### config.mk
export PLATFORM = sky130hd
export DESIGN_NAME = pes_ptvm_ctrl_flat
export DESIGN_NICKNAME = d
export VERILOG_FILES = /design/src/rtl/pes_ptvm_ctrl_if.sv /design/src/rtl/pes_ptvm_ctrl.sv /design/src/flat_wrapper.sv
export SDC_FILE = /design/constraint.sdc
export NUM_CORES = 1
export LEC_CHECK = 0
export CAP_MARGIN = 15
export CORE_MARGIN = 2
export CORE_UTILIZATION = 56
export DETAILED_ROUTE_END_ITERATION = 8
export DONT_BUFFER_PORTS = 1
export GPL_TIMING_DRIVEN = 0
export PLACE_DENSITY = 0.71
export SYNTH_ARGS = -nofsm -noshare
export SYNTH_HDL_FRONTEND = slang
export SYNTH_SLANG_ARGS = --single-unit
### constraint.sdc
create_clock -name clk -period 2.03 [get_ports clk]
set_clock_uncertainty 0.05 [all_clocks]
set_input_delay 0.3045 -clock clk [delete_from_list [all_inputs] [get_ports clk]]
set_output_delay 0.3045 -clock clk [all_outputs]
set_load 0.02 [all_outputs]
### src/rtl/pes_ptvm_ctrl_if.sv
// Coin/mechanism bus of the ticket vending controller.
// The controller takes the slave side: it receives the coin strobe, the user
// cancel and the two mechanism acks, and drives the requests and status.
interface pes_ptvm_ctrl_if #(
    parameter int CREDIT_W = 3
);
    logic                coin_vld;
    logic [1:0]          coin_val;
    logic                cancel;
    logic                disp_ack;
    logic                chg_ack;
    logic                disp_req;
    logic                chg_req;
    logic [CREDIT_W-1:0] credit;
    logic                busy;
    logic                coin_rej;
    logic                vend_done;

    // Controller side
    modport slave (
        input  coin_vld, coin_val, cancel, disp_ack, chg_ack,
        output disp_req, chg_req, credit, busy, coin_rej, vend_done
    );

    // Coin acceptor / mechanism driver side
    modport master (
        output coin_vld, coin_val, cancel, disp_ack, chg_ack,
        input  disp_req, chg_req, credit, busy, coin_rej, vend_done
    );
endinterface

### src/rtl/pes_ptvm_ctrl.sv
// Ticket vending transaction controller.
// Accumulates coin credit up to PRICE, then runs the dispenser handshake and
// returns any remaining credit one unit per change-unit ack. A cancel while
// collecting refunds the whole credit without issuing a ticket.
// Optional feature: define VEND_TIMEOUT_EN to refund automatically after
// TIMEOUT_CYC idle cycles in the collecting state.
// All outputs come straight from registers; reset is asynchronous, active low.
module pes_ptvm_ctrl #(
    parameter int PRICE       = 3,
    parameter int CREDIT_W    = 3,
    parameter int TIMEOUT_CYC = 1000,
    parameter int TMR_W       = 10
) (
    input  logic              clk,
    input  logic              rst,
    pes_ptvm_ctrl_if.slave    bus
);

    typedef enum logic [1:0] {
        IDLE     = 2'd0,
        COLLECT  = 2'd1,
        DISPENSE = 2'd2,
        CHANGE   = 2'd3
    } state_t;

    localparam logic [CREDIT_W-1:0] PRICE_C = CREDIT_W'(PRICE);
    localparam logic [CREDIT_W-1:0] ONE_C   = CREDIT_W'(1);

    // Elaboration-time parameter sanity: credit must hold PRICE+1 and the
    // timer must be able to reach TIMEOUT_CYC-1.
    if (PRICE < 1) begin : g_bad_price
        $error("pes_ptvm_ctrl: PRICE must be at least 1");
    end
    if ((PRICE + 1) > ((1 << CREDIT_W) - 1)) begin : g_bad_credit_w
        $error("pes_ptvm_ctrl: CREDIT_W too small to hold PRICE+1");
    end
    if ((TIMEOUT_CYC < 2) || ((TIMEOUT_CYC - 1) > ((1 << TMR_W) - 1))) begin : g_bad_tmr_w
        $error("pes_ptvm_ctrl: TMR_W cannot hold TIMEOUT_CYC-1");
    end

    state_t              r_state;
    logic [CREDIT_W-1:0] r_credit;
    logic                r_vend;        // 1 once a ticket was issued in this transaction
    logic                r_disp_req;
    logic                r_chg_req;
    logic                r_busy;
    logic                r_coin_rej;
    logic                r_vend_done;

    logic [CREDIT_W-1:0] w_coin_units;
    logic                w_coin_ok;
    logic                w_coin_in;
    logic [CREDIT_W-1:0] w_sum;
    logic [CREDIT_W-1:0] w_credit_new;
    logic                w_timeout;
    logic                w_refund;

    // Decode the coin value; only 1- and 2-unit coins are legal
    always_comb begin
        w_coin_units = '0;
        w_coin_ok    = 1'b0;
        case (bus.coin_val)
            2'b01: begin
                w_coin_units = CREDIT_W'(1);
                w_coin_ok    = 1'b1;
            end
            2'b10: begin
                w_coin_units = CREDIT_W'(2);
                w_coin_ok    = 1'b1;
            end
            default: begin
                w_coin_units = '0;
                w_coin_ok    = 1'b0;
            end
        endcase
    end

    assign w_coin_in    = bus.coin_vld & w_coin_ok;
    assign w_sum        = r_credit + w_coin_units;
    // A coin landing together with a refund decision is credited first
    assign w_credit_new = w_coin_in ? w_sum : r_credit;

`ifdef VEND_TIMEOUT_EN
    logic [TMR_W-1:0] r_timer;

    assign w_timeout = (r_state == COLLECT) && (r_timer == TMR_W'(TIMEOUT_CYC - 1));

    // Idle timer: counts cycles spent in COLLECT, restarts on every accepted
    // coin and whenever COLLECT is left (cancel or timeout refund included)
    always_ff @(posedge clk or negedge rst) begin
        if (!rst) begin
            r_timer <= '0;
        end else if ((r_state == COLLECT) && !w_coin_in && !bus.cancel && !w_timeout) begin
            r_timer <= r_timer + TMR_W'(1);
        end else begin
            r_timer <= '0;
        end
    end
`else
    // Without the timeout option COLLECT waits for coins or cancel forever
    assign w_timeout = 1'b0;
`endif

    // Leaving COLLECT as a refund: cancel always wins, the timeout only when
    // no coin arrives in the same cycle (a coin restarts the idle period)
    assign w_refund = (r_state == COLLECT) && (bus.cancel || (w_timeout && !w_coin_in));

    // Transaction FSM with registered outputs
    always_ff @(posedge clk or negedge rst) begin
        if (!rst) begin
            r_state     <= IDLE;
            r_credit    <= '0;
            r_vend      <= 1'b0;
            r_disp_req  <= 1'b0;
            r_chg_req   <= 1'b0;
            r_busy      <= 1'b0;
            r_coin_rej  <= 1'b0;
            r_vend_done <= 1'b0;
        end else begin
            r_coin_rej  <= 1'b0;
            r_vend_done <= 1'b0;
            case (r_state)
                IDLE, COLLECT: begin
                    if (bus.coin_vld && !w_coin_ok) begin
                        r_coin_rej <= 1'b1;
                    end
                    if (w_refund) begin
                        r_credit  <= w_credit_new;
                        r_vend    <= 1'b0;
                        r_chg_req <= 1'b1;
                        r_busy    <= 1'b1;
                        r_state   <= CHANGE;
                    end else if (w_coin_in) begin
                        r_credit <= w_sum;
                        if (w_sum >= PRICE_C) begin
                            r_disp_req <= 1'b1;
                            r_busy     <= 1'b1;
                            r_state    <= DISPENSE;
                        end else begin
                            r_state <= COLLECT;
                        end
                    end
                end

                DISPENSE: begin
                    // Mechanism busy: every coin bounces, cancel has no effect
                    r_coin_rej <= bus.coin_vld;
                    if (bus.disp_ack) begin
                        r_disp_req <= 1'b0;
                        r_credit   <= r_credit - PRICE_C;
                        r_vend     <= 1'b1;
                        if (r_credit != PRICE_C) begin
                            r_chg_req <= 1'b1;
                            r_state   <= CHANGE;
                        end else begin
                            r_busy      <= 1'b0;
                            r_vend_done <= 1'b1;
                            r_state     <= IDLE;
                        end
                    end
                end

                CHANGE: begin
                    r_coin_rej <= bus.coin_vld;
                    if (bus.chg_ack) begin
                        r_credit <= r_credit - ONE_C;
                        // Last unit returned: transaction complete
                        if (r_credit == ONE_C) begin
                            r_chg_req   <= 1'b0;
                            r_busy      <= 1'b0;
                            r_vend_done <= r_vend;
                            r_state     <= IDLE;
                        end
                    end
                end

                default: begin
                    r_state <= IDLE;
                end
            endcase
        end
    end

    assign bus.disp_req  = r_disp_req;
    assign bus.chg_req   = r_chg_req;
    assign bus.credit    = r_credit;
    assign bus.busy      = r_busy;
    assign bus.coin_rej  = r_coin_rej;
    assign bus.vend_done = r_vend_done;

endmodule
### src/flat_wrapper.sv
// flat-port wrapper written by rule: the top's interface ports become plain ports
module pes_ptvm_ctrl_flat 
#(
    parameter int PRICE       = 3,
    parameter int CREDIT_W    = 3,
    parameter int TIMEOUT_CYC = 1000,
    parameter int TMR_W       = 10
)
  (clk, rst, bus_coin_vld, bus_coin_val, bus_cancel, bus_disp_ack, bus_chg_ack, bus_disp_req, bus_chg_req, bus_credit, bus_busy, bus_coin_rej, bus_vend_done);
  pes_ptvm_ctrl_if #(.CREDIT_W(CREDIT_W)) bus_i ();
  input  logic clk;
  input  logic rst;
  input wire logic [$bits(bus_i.coin_vld)-1:0] bus_coin_vld;
  input wire logic [$bits(bus_i.coin_val)-1:0] bus_coin_val;
  input wire logic [$bits(bus_i.cancel)-1:0] bus_cancel;
  input wire logic [$bits(bus_i.disp_ack)-1:0] bus_disp_ack;
  input wire logic [$bits(bus_i.chg_ack)-1:0] bus_chg_ack;
  output wire logic [$bits(bus_i.disp_req)-1:0] bus_disp_req;
  output wire logic [$bits(bus_i.chg_req)-1:0] bus_chg_req;
  output wire logic [$bits(bus_i.credit)-1:0] bus_credit;
  output wire logic [$bits(bus_i.busy)-1:0] bus_busy;
  output wire logic [$bits(bus_i.coin_rej)-1:0] bus_coin_rej;
  output wire logic [$bits(bus_i.vend_done)-1:0] bus_vend_done;
  assign bus_i.coin_vld = bus_coin_vld;
  assign bus_i.coin_val = bus_coin_val;
  assign bus_i.cancel = bus_cancel;
  assign bus_i.disp_ack = bus_disp_ack;
  assign bus_i.chg_ack = bus_chg_ack;
  assign bus_disp_req = bus_i.disp_req;
  assign bus_chg_req = bus_i.chg_req;
  assign bus_credit = bus_i.credit;
  assign bus_busy = bus_i.busy;
  assign bus_coin_rej = bus_i.coin_rej;
  assign bus_vend_done = bus_i.vend_done;
  pes_ptvm_ctrl #(.PRICE(PRICE), .CREDIT_W(CREDIT_W), .TIMEOUT_CYC(TIMEOUT_CYC), .TMR_W(TMR_W)) u_core (.clk(clk), .rst(rst), .bus(bus_i));
endmodule
After elaboration in Yosys (flattened, before gate mapping). Cells that the tools add are included.

$add $sub $neg: 3. $lt $le $gt $ge: 1. Eq/ne operators: 18. Mux-type cells: 39. Bitwise logic cells: 1. Reductions and logical operators: 14.

Operator list (count): 1-bit two-way mux (20); 2-bit two-way mux (7); 2-bit by 1-bit != test with 1-bit output, second input constant (5); 5-bit AND reduction (2); 3-bit two-way mux (3); 3-bit one-hot mux with 3 select lines (1); 2-bit != test, second input constant (4); 1-bit one-hot mux with 2 select lines (4); 2-bit == test, second input constant (3); 3-bit by 1-bit != test with 1-bit output, second input constant (2); 1-bit one-hot mux with 3 select lines (2); 2-bit one-hot mux with 3 select lines (1); 3-bit AND reduction (2); 6-bit AND reduction (1); 2-bit OR reduction (3); 2-bit by 1-bit == test with 1-bit output, second input constant (2); 2-bit one-hot mux with 2 select lines (1); 4-bit AND reduction (1); 3-bit by 2-bit adder with 3-bit output (1); 3-bit by 1-bit == test with 1-bit output, second input constant (1); 3-bit by 2-bit >= comparator with 1-bit output, second input constant (1); 3-bit by 2-bit != test with 1-bit output, second input constant (1); 3-bit by 1-bit subtractor with 3-bit output, second input constant (1); 3-bit by 2-bit subtractor with 3-bit output, second input constant (1); 5 further kinds (6).

Flip-flop bits (word level): 11. Output and inout port bits: 8.

Depth between registers and ports, before layout. Gate-level depths: netlist of run 1.

Depth in word-level cells: 8. Gate-level depth with buffers: 9. Depth with buffers taken out: 9.

Least setup slack after synthesis of run 1. OpenSTA, ideal clock, no wires.

Kind: reg-to-reg. From: register u_core.r_credit[0], in the netlist u_core.bus.credit[0]. To: register u_core.r_state[0]. Setup time: 125 ps. Arrival: 1708 ps. Path slack: 147 ps. Cell stages (with the launch flop): 8. Path buffers: 0. Cells stage by stage: dfrtp_1 ha_1 inv_1 fa_1 xor2_1 o21ai_1 o21ai_0 mux2_4.

Word-level cells in the longest chain between the ends: 6. Elaborated cells on any way between the ends: 12. Those cells by class: add/sub (1); order compare (1); eq/ne (3); mux (6); reduce/logical (1).

Ends and longest elaborated chain: start: declaration (RTL line pes_ptvm_ctrl.sv:42) `logic [CREDIT_W-1:0] r_credit;`; start signal: assignment (RTL line pes_ptvm_ctrl.sv:128) `r_credit <= w_credit_new;`; start signal: assignment (RTL line pes_ptvm_ctrl.sv:134) `r_credit <= w_sum;`; start signal: assignment (RTL line pes_ptvm_ctrl.sv:150) `r_credit <= r_credit - PRICE_C;`; 3-bit by 2-bit adder with 3-bit output (RTL line pes_ptvm_ctrl.sv:79) `assign w_sum = r_credit + w_coin_units;`; 3-bit by 2-bit >= comparator with 1-bit output (RTL line pes_ptvm_ctrl.sv:135) `if (w_sum >= PRICE_C) begin`; 2-bit two-way mux (RTL line pes_ptvm_ctrl.sv:135); 2-bit two-way mux (RTL line pes_ptvm_ctrl.sv:133) `end else if (w_coin_in) begin`; 2-bit two-way mux (RTL line pes_ptvm_ctrl.sv:127) `if (w_refund) begin`; 2-bit one-hot mux with 3 select lines (RTL line pes_ptvm_ctrl.sv:122) `case (r_state)`; end signal: assignment (RTL line pes_ptvm_ctrl.sv:132) `r_state <= CHANGE;`; end signal: assignment (RTL line pes_ptvm_ctrl.sv:138) `r_state <= DISPENSE;`; end signal: assignment (RTL line pes_ptvm_ctrl.sv:140) `r_state <= COLLECT;`; end: declaration (RTL line pes_ptvm_ctrl.sv:41) `state_t r_state;`.

Several ways; a longest one is shown, not always the timed one. The select of a mux whose other input is x is not followed. A chain may end at the register's enable or synchronous reset.

Final worst setup path of run 1. Same ends and word-level chain as after synthesis.

==> summary.json, run 1 <==
{
  "cts_buffer_depth": {"value": 2},
  "worstHoldEndpoint": {"value": "u_core.bus.coin_rej$_DFF_PN0_"},
  "synthesis.area": {"value": 771, "unit": "sq um"},
  "ff2ff_setup_slack": {"value": 0.09, "unit": "ns"},
  "cpPeakStageDelay": {"value": 0.48, "unit": "ns"},
  "grt_antenna_before_repair": {"value": 0},
  "critical_path.slowest_cell": {"value": "dfrtp_2"},
  "place_inst": {"value": 97},
  "portBuffers": {"value": 0},
  "drt_pre_antenna_iters": {"value": 4},
  "detail_routed_net_length_per_standard_cell": {"value": 14.4, "unit": "um"},
  "finalHoldWorstSlack": {"value": 0.0861, "unit": "ns"},
  "yosysWarningCount": {"value": 0},
  "cts.reportedPaths.clkPinSlew": {"value": 0.08, "unit": "ns"},
  "totalWireLength": {"value": 1.47, "unit": "mm"},
  "worstReg2RegEnd": {"value": "u_core.r_state[0]$_DFFE_PN0P_"},
  "worstSetupStartpointType": {"value": "flop"},
  "syn_inst": {"value": 82},
  "initial_core_utilization": {"value": 59.2, "unit": "%"},
  "worst_pin_slew": {"value": 0.519, "unit": "ns"},
  "layout.nets": {"value": 104},
  "rsz0062_at_grt": {"value": "no"},
  "setup_viol_count_final": {"value": 0},
  "maxClockFrequency": {"value": 0.516, "unit": "GHz"},
  "worst_path_cell_chain": {"value": "ha_1, inv_1, fa_1, xor2_1, o21ai_1, o21ai_0, mux2_4"},
  "tritoncts": {"value": "done"},
  "arrival_time_at_the_worst_endpoint": {"value": 2.06, "unit": "ns"},
  "worstPathRequired": {"value": 2.15, "unit": "ns"},
  "synth.yosys.seq_area_share": {"value": 35.7, "unit": "%"},
  "max-slew-margin-rel": {"value": 65.3, "unit": "%"},
  "overflow": {"value": 0},
  "yosysUniqueCellTypes": {"value": 29},
  "drt-vias-per-instance": {"value": 5.76},
  "grt_max_degree": {"value": 12},
  "clkLatencyLatePin": {"value": 0.28, "unit": "ns"},
  "globalplace.congestion": {"value": 0.722},
  "final_cell_mix": {"value": "inv_1 (10), dfrtp_1 (9), o21ai_0 (7), ha_1 (7), o21ai_1 (6)"},
  "crit_start": {"value": "u_core.bus.credit[0]$_DFFE_PN0P_"},
  "power_density": {"value": 1590, "unit": "nW/um^2"},
  "final.min_clock_period": {"value": 1.94, "unit": "ns"},
  "design.die.area": {"value": 1690, "unit": "sq um"},
  "final-hold-violation-count": {"value": 0},
  "worst_r2r_path_depth": {"value": 7},
  "drive_gt1_share": {"value": 16.1, "unit": "%"},
  "worst-setup-path-type": {"value": "flop to flop"},
  "die_w": {"value": 41.1, "unit": "um"},
  "critical_path.reg2reg.startpoint": {"value": "u_core.bus.credit[0]$_DFFE_PN0P_"},
  "maxCapViolations": {"value": 0},
  "tritoncts_num_sinks": {"value": 11},
  "max-vdd-ir-drop": {"value": 0.906, "unit": "mV"},
  "row_count": {"value": 13},
  "holdCritStartpoint": {"value": "bus_coin_vld"},
  "htree_num_levels": {"value": 1},
  "yosys_register_bits": {"value": 11},
  "status": {"value": "completed"},
  "stdcell_count": {"value": 102},
  "wire_length_of_the_first_global_routing_pass": {"value": 2.29, "unit": "mm"},
  "detailroute.via_count": {"value": 588},
  "layout_filler_cell_count": {"value": 115},
  "cts_buffers": {"value": 3},
  "maxSlewViolCount": {"value": 0},
  "critical_path.n_buffers_inverters": {"value": 1},
  "timing.critical_path.max_delay_family": {"value": "adder cells"},
  "flow.area_growth_from_synthesis": {"value": 8.12, "unit": "%"},
  "drc": {"value": 0},
  "postSynthAreaPerCell": {"value": 9.40, "unit": "sq um"},
  "antenna-diode-count": {"value": 0},
  "detail-route-antenna-nets": {"value": 0},
  "worst_hold_path_type": {"value": "input port to flop"},
  "height_of_the_die": {"value": 41.1, "unit": "um"},
  "syn-num-nets": {"value": 98},
  "first_global_vias": {"value": 529},
  "most_frequent_standard_cell_in_the_layout_excluding_fill_and_tap_cells": {"value": "inv_1"},
  "finalCritPeriodShare": {"value": 95.4, "unit": "%"},
  "worstHoldPathCells": {"value": 1},
  "core_area": {"value": 1300, "unit": "sq um"},
  "drt_first_iter_violations": {"value": 11},
  "p_leak": {"value": 0.402, "unit": "nW"},
  "placement.setup.worst_slack": {"value": -0.0163, "unit": "ns"},
  "finalWorstSetupSlack": {"value": 0.0934, "unit": "ns"},
  "cts.root.buffer_cell": {"value": "clkbuf_4"},
  "gr-usage-all-layers": {"value": 21.7, "unit": "%"},
  "top_level_ports": {"value": 16},
  "path_max_fanout": {"value": 6},
  "place_hpwl": {"value": 1.12, "unit": "mm"},
  "capturing_element_type_of_the_critical_path": {"value": "flop"}
}
timing repair:
action / 4_1_cts / 5_1_grt
endpoints found under the hold margin: 11 / 0
hold buffers: 1 / 0
resized for setup: 1 / 2
setup buffers: 0 / 0
setup endpoints to repair: 2 / 2
report_power, final:
group	total [mW]	internal, mW	switching, mW
combinational	0.687	0.325	0.362
clock	0.161	0.0765	0.0850
sequential	0.477	0.313	0.164
total	1.33	0.714	0.612
cell usage after synthesis (all sizes together):
cell / count / area (sq um)
and3: 1 / 6.26
and3b: 1 / 12.5
nor2: 4 / 15.0
ha: 7 / 87.6
a21oi: 3 / 18.8
nand4b: 2 / 17.5
buf: 3 / 17.5
xor2: 2 / 17.5
nand2: 5 / 18.8
nor2b: 1 / 6.26
inv: 10 / 37.5
o22ai: 1 / 6.26
and2b: 1 / 10.0
dfrtp: 11 / 275
mux2i: 5 / 50.1
o31ai: 2 / 15.0
fa: 1 / 20.0
a22oi: 1 / 7.51
and2: 2 / 15.0
nand3b: 1 / 7.51
o21ai: 13 / 65.1
nand2b: 2 / 12.5
a2bb2oi: 1 / 8.76
mux2: 1 / 15.0
o21a: 1 / 7.51
metrics by stage:
step                power (mW)  cell area [sq um]  TNS, ns  utilization, %
CTS                       1.32                827        0            63.6
global route              1.46                833        0            64.0
finish                    1.33                833        0            64.0
global placement          1.12                790        0            60.7
detailed placement        1.15                790  -0.0208            60.7
floorplan                 1.02                771        0               -
layout make-up:
cell class / instances / area [sq um] / area share [%]
buffer: 3 / 17.5 / 2.10
clock buffer: 4 / 26.3 / 3.15
inverter: 10 / 37.5 / 4.50
multi-input combinational: 58 / 445 / 53.5
sequential: 11 / 278 / 33.3
tap: 15 / 18.8 / 2.25
timing repair buffer: 1 / 10.0 / 1.20
how the worst max path moves through the flow:
stage,endpoint,slack (ns),depth (start not counted)
after CTS,u_core.bus.disp_req$_DFFE_PN0P_,0.04,6
final,u_core.r_state[0]$_DFFE_PN0P_,0.09,7
after global placement,u_core.r_state[0]$_DFFE_PN0P_,0.01,7
after floorplan,u_core.r_state[0]$_DFFE_PN0P_,0.15,7
after global routing,u_core.r_state[0]$_DFFE_PN0P_,0.003,7
after detailed placement,u_core.bus.disp_req$_DFFE_PN0P_,-0.02,7
worst reg2reg max path, cell delays in order (launching register included):
cell     delay (ns)
dfrtp_2        0.48
ha_1           0.17
inv_1          0.04
fa_1           0.43
xor2_1         0.17
o21ai_1        0.13
o21ai_0        0.10
mux2_4         0.26
sequential cells by signal, summed over array words and instances (netlist names):
register and flops:
u_core.bus.busy 1, u_core.bus.chg_req 1, u_core.bus.coin_rej 1, u_core.bus.credit 3
u_core.bus.disp_req 1, u_core.bus.vend_done 1, u_core.r_state 2, u_core.r_vend 1
metal layers:
layer / routed length (um) / vias up / global-route usage, % / part of all wire [%]
met3: 129 / 3 / 9.24 / 8.8
met4: 31 / 0 / 12.9 / 2.1
met2: 665 / 25 / 30.9 / 45
li1: - / 288 / - / -
met5: 0 / - / 0 / 0
met1: 640 / 272 / 26.9 / 44
cells by family after synthesis:
logic type,count (synthesis),share of synthesized area (%)
adder cells (fa/ha/maj),8,14.0
AND/OR/NAND/NOR,20,15.7
flip-flops,11,35.7
XOR/XNOR,2,2.27
AO/OA/AOI/OAI,22,16.7
multiplexers,6,8.44
buffers and inverters,13,7.14
(Power assumes the default switching activity.)
==> inputs of run 2 (changes only) <==
Settings changed: ABC_CLOCK_PERIOD_IN_PS from default to 2029, PLACE_DENSITY 0.71 to default, PLACE_DENSITY_LB_ADDON from default to 0.3.
==> summary.json, run 2 (synthesized netlist as in run 1, its figures left out) <==
{
  "dpl-instance-area": {"value": 790, "unit": "sq um", "change": "unchanged"},
  "cts.root.buffer_cell": {"value": "clkbuf_4", "change": "unchanged"},
  "stdcell_count": {"value": 102, "change": "unchanged"},
  "arrival_time_at_the_worst_endpoint": {"value": 2.01, "unit": "ns", "change": "was 2.06 ns"},
  "cts_buffers": {"value": 3, "change": "unchanged"},
  "htree_num_levels": {"value": 1, "change": "unchanged"},
  "flow.area_growth_from_synthesis": {"value": 9.09, "unit": "%", "change": "was 8.12%"},
  "critical_path.reg2reg.startpoint": {"value": "u_core.bus.credit[0]$_DFFE_PN0P_", "change": "unchanged"},
  "finalHoldWorstSlack": {"value": 0.0967, "unit": "ns", "change": "was 0.0861 ns"},
  "drc": {"value": 0, "change": "unchanged"},
  "globalplace.congestion": {"value": 0.752, "change": "was 0.722"},
  "cpPeakStageDelay": {"value": 0.49, "unit": "ns", "change": "was 0.48 ns"},
  "detail-route-antenna-nets": {"value": 0, "change": "unchanged"},
  "critical_path.n_buffers_inverters": {"value": 1, "change": "unchanged"},
  "die_w": {"value": 41.1, "unit": "um", "change": "unchanged"},
  "overflow": {"value": 0, "change": "unchanged"},
  "worstHoldEndpoint": {"value": "u_core.bus.coin_rej$_DFF_PN0_", "change": "unchanged"},
  "finalInstanceArea": {"value": 841, "unit": "sq um", "change": "was 833 sq um"},
  "initial_core_utilization": {"value": 59.2, "unit": "%", "change": "unchanged"},
  "place_hpwl": {"value": 1.09, "unit": "mm", "change": "was 1.12 mm"},
  "first_global_vias": {"value": 569, "change": "was 529"},
  "maxClockFrequency": {"value": 0.528, "unit": "GHz", "change": "was 0.516 GHz"},
  "drive_gt1_share": {"value": 19.5, "unit": "%", "change": "was 16.1%"},
  "grt_antenna_before_repair": {"value": 0, "change": "unchanged"},
  "gr-usage-all-layers": {"value": 22.6, "unit": "%", "change": "was 21.7%"},
  "ff2ff_setup_slack": {"value": 0.14, "unit": "ns", "change": "was 0.09 ns"},
  "antenna-diode-count": {"value": 0, "change": "unchanged"},
  "final_cell_mix": {"value": "inv_1 (10), dfrtp_1 (9), o21ai_0 (7), ha_1 (7)", "change": "was inv_1 (10), dfrtp_1 (9), o21ai_0 (7), ha_1 (7), o21ai_1 (6)"},
  "grt_max_degree": {"value": 12, "change": "unchanged"},
  "cts_buffer_depth": {"value": 2, "change": "unchanged"},
  "worstSetupStartpointType": {"value": "flop", "change": "unchanged"},
  "worstHoldPathCells": {"value": 1, "change": "unchanged"},
  "p_leak": {"value": 0.406, "unit": "nW", "change": "was 0.402 nW"},
  "most_frequent_standard_cell_in_the_layout_excluding_fill_and_tap_cells": {"value": "inv_1", "change": "unchanged"},
  "wire_length_of_the_first_global_routing_pass": {"value": 2.42, "unit": "mm", "change": "was 2.29 mm"},
  "setup_viol_count_final": {"value": 0, "change": "unchanged"},
  "portBuffers": {"value": 0, "change": "unchanged"},
  "status": {"value": "completed", "change": "unchanged"},
  "drt_pre_antenna_iters": {"value": 4, "change": "unchanged"},
  "maxSlewViolCount": {"value": 0, "change": "unchanged"},
  "worst-setup-path-type": {"value": "flop to flop", "change": "unchanged"},
  "worst_pin_slew": {"value": 0.507, "unit": "ns", "change": "was 0.519 ns"},
  "rsz0062_at_grt": {"value": "no", "change": "unchanged"},
  "tritoncts_num_sinks": {"value": 11, "change": "unchanged"},
  "drt_first_iter_violations": {"value": 2, "change": "was 11"},
  "place_inst": {"value": 97, "change": "unchanged"},
  "final.min_clock_period": {"value": 1.89, "unit": "ns", "change": "was 1.94 ns"},
  "height_of_the_die": {"value": 41.1, "unit": "um", "change": "unchanged"},
  "max-slew-margin-rel": {"value": 66.1, "unit": "%", "change": "was 65.3%"},
  "final-hold-violation-count": {"value": 0, "change": "unchanged"},
  "timing.critical_path.max_delay_family": {"value": "adder cells", "change": "unchanged"},
  "cts_setup_buffers": {"value": 0, "change": "unchanged"},
  "layout.nets": {"value": 104, "change": "unchanged"},
  "tritoncts": {"value": "done", "change": "unchanged"},
  "capturing_element_type_of_the_critical_path": {"value": "flop", "change": "unchanged"},
  "path_max_fanout": {"value": 6, "change": "unchanged"},
  "largest_register_ffs": {"value": 3, "change": "unchanged"},
  "worst_path_cell_chain": {"value": "ha_1, inv_1, fa_2, o21ai_2, o21ai_0, mux2_4", "change": "was ha_1, inv_1, fa_1, xor2_1, o21ai_1, o21ai_0, mux2_4"},
  "top_level_ports": {"value": 16, "change": "unchanged"},
  "power_density": {"value": 1580, "unit": "nW/um^2", "change": "was 1590 nW/um^2"},
  "worst_hold_path_type": {"value": "input port to flop", "change": "unchanged"},
  "final_core_utilization": {"value": 64.6, "unit": "%", "change": "was 64.0%"},
  "finalCritPeriodShare": {"value": 93.2, "unit": "%", "change": "was 95.4%"},
  "detail_routed_net_length_per_standard_cell": {"value": 13.8, "unit": "um", "change": "was 14.4 um"},
  "max-vdd-ir-drop": {"value": 1.03, "unit": "mV", "change": "was 0.906 mV"},
  "design.die.area": {"value": 1690, "unit": "sq um", "change": "unchanged"},
  "cts.reportedPaths.clkPinSlew": {"value": 0.08, "unit": "ns", "change": "about the same"},
  "clkLatencyLatePin": {"value": 0.27, "unit": "ns", "change": "was 0.28 ns"},
  "detailroute.via_count": {"value": 593, "change": "was 588"},
  "row_count": {"value": 13, "change": "unchanged"},
  "holdCritStartpoint": {"value": "bus_coin_vld", "change": "unchanged"},
  "totalWireLength": {"value": 1.41, "unit": "mm", "change": "was 1.47 mm"},
  "worstReg2RegEnd": {"value": "u_core.r_state[0]$_DFFE_PN0P_", "change": "unchanged"},
  "critical_path.slowest_cell": {"value": "dfrtp_2", "change": "unchanged"},
  "worstPathRequired": {"value": 2.14, "unit": "ns", "change": "was 2.15 ns"},
  "core_area": {"value": 1300, "unit": "sq um", "change": "unchanged"},
  "worst_r2r_path_depth": {"value": 6, "change": "was 7"},
  "maxCapViolations": {"value": 0, "change": "unchanged"},
  "drt-vias-per-instance": {"value": 5.81, "change": "was 5.76"}
}
run 2: worst register-to-register path: stages (launching register included):
cell and delay (ns):
dfrtp_2 0.49, ha_1 0.22, inv_1 0.06, fa_2 0.44
o21ai_2 0.17, o21ai_0 0.09, mux2_4 0.26
run 2: worst max path at each step:
| stage | from | end | slack, ns | depth (start not counted) |
|---|---|---|---|---|
| after floorplan | u_core.bus.credit[0]$_DFFE_PN0P_ | u_core.r_state[0]$_DFFE_PN0P_ | 0.15 | 7 |
| after global placement | u_core.bus.credit[0]$_DFFE_PN0P_ | u_core.r_state[0]$_DFFE_PN0P_ | -0.001 | 7 |
| after detailed placement | u_core.bus.credit[0]$_DFFE_PN0P_ | u_core.r_state[0]$_DFFE_PN0P_ | 0.002 | 7 |
| after CTS | u_core.bus.credit[1]$_DFFE_PN0P_ | u_core.r_state[0]$_DFFE_PN0P_ | 0.06 | 6 |
| after global routing | u_core.bus.credit[0]$_DFFE_PN0P_ | u_core.r_state[0]$_DFFE_PN0P_ | 0.03 | 6 |
| final | u_core.bus.credit[0]$_DFFE_PN0P_ | u_core.r_state[0]$_DFFE_PN0P_ | 0.14 | 6 |
run 2: power by group:
part	internal, mW	leakage [nW]	switching, mW
Clock	0.0730	0.0177	0.0779
Combinational	0.334	0.262	0.371
Sequential	0.313	0.126	0.164
run 2: what timing repair did:
action / 4_1_cts / 5_1_grt
setup endpoints to repair: 2 / 2
gates cloned: 0 / 0
hold buffers: 1 / 0
hold endpoints to repair: 11 / 0
resized for setup: 1 / 4
pin swaps: 0 / 0
run 2: area by class of cell:
type	count	area, sq um
clock inverters	1	5.00
multi-input cells	58	452
plain buffers	3	17.5
inverters	10	37.5
clock buffers	3	22.5
flip-flops and latches	11	278
repair buffers	1	10.0
well taps	15	18.8
fillers	115	460
run 2: per-stage QoR:
step / power, mW / TNS (ns) / setup slack (ns)
after floorplan: 1.02 / 0 / 0.147
final: 1.33 / 0 / 0.137
after global placement: 1.12 / -0.000970 / -0.000970
after detailed placement: 1.15 / 0 / 0.00209
after global routing: 1.46 / 0 / 0.0302
after CTS: 1.31 / 0 / 0.0601
run 2: routing by layer:
metal  part of all wire (%)  track usage [%]  wire length (um)  vias to the layer above
li1                       -                -                 -                      290
met1                     48             29.0               682                      288
met2                     45             35.2               633                       15
met3                    6.7             9.78                94                        0
met4                      0             4.84                 0                        0
met5                      0                0                 0                        -
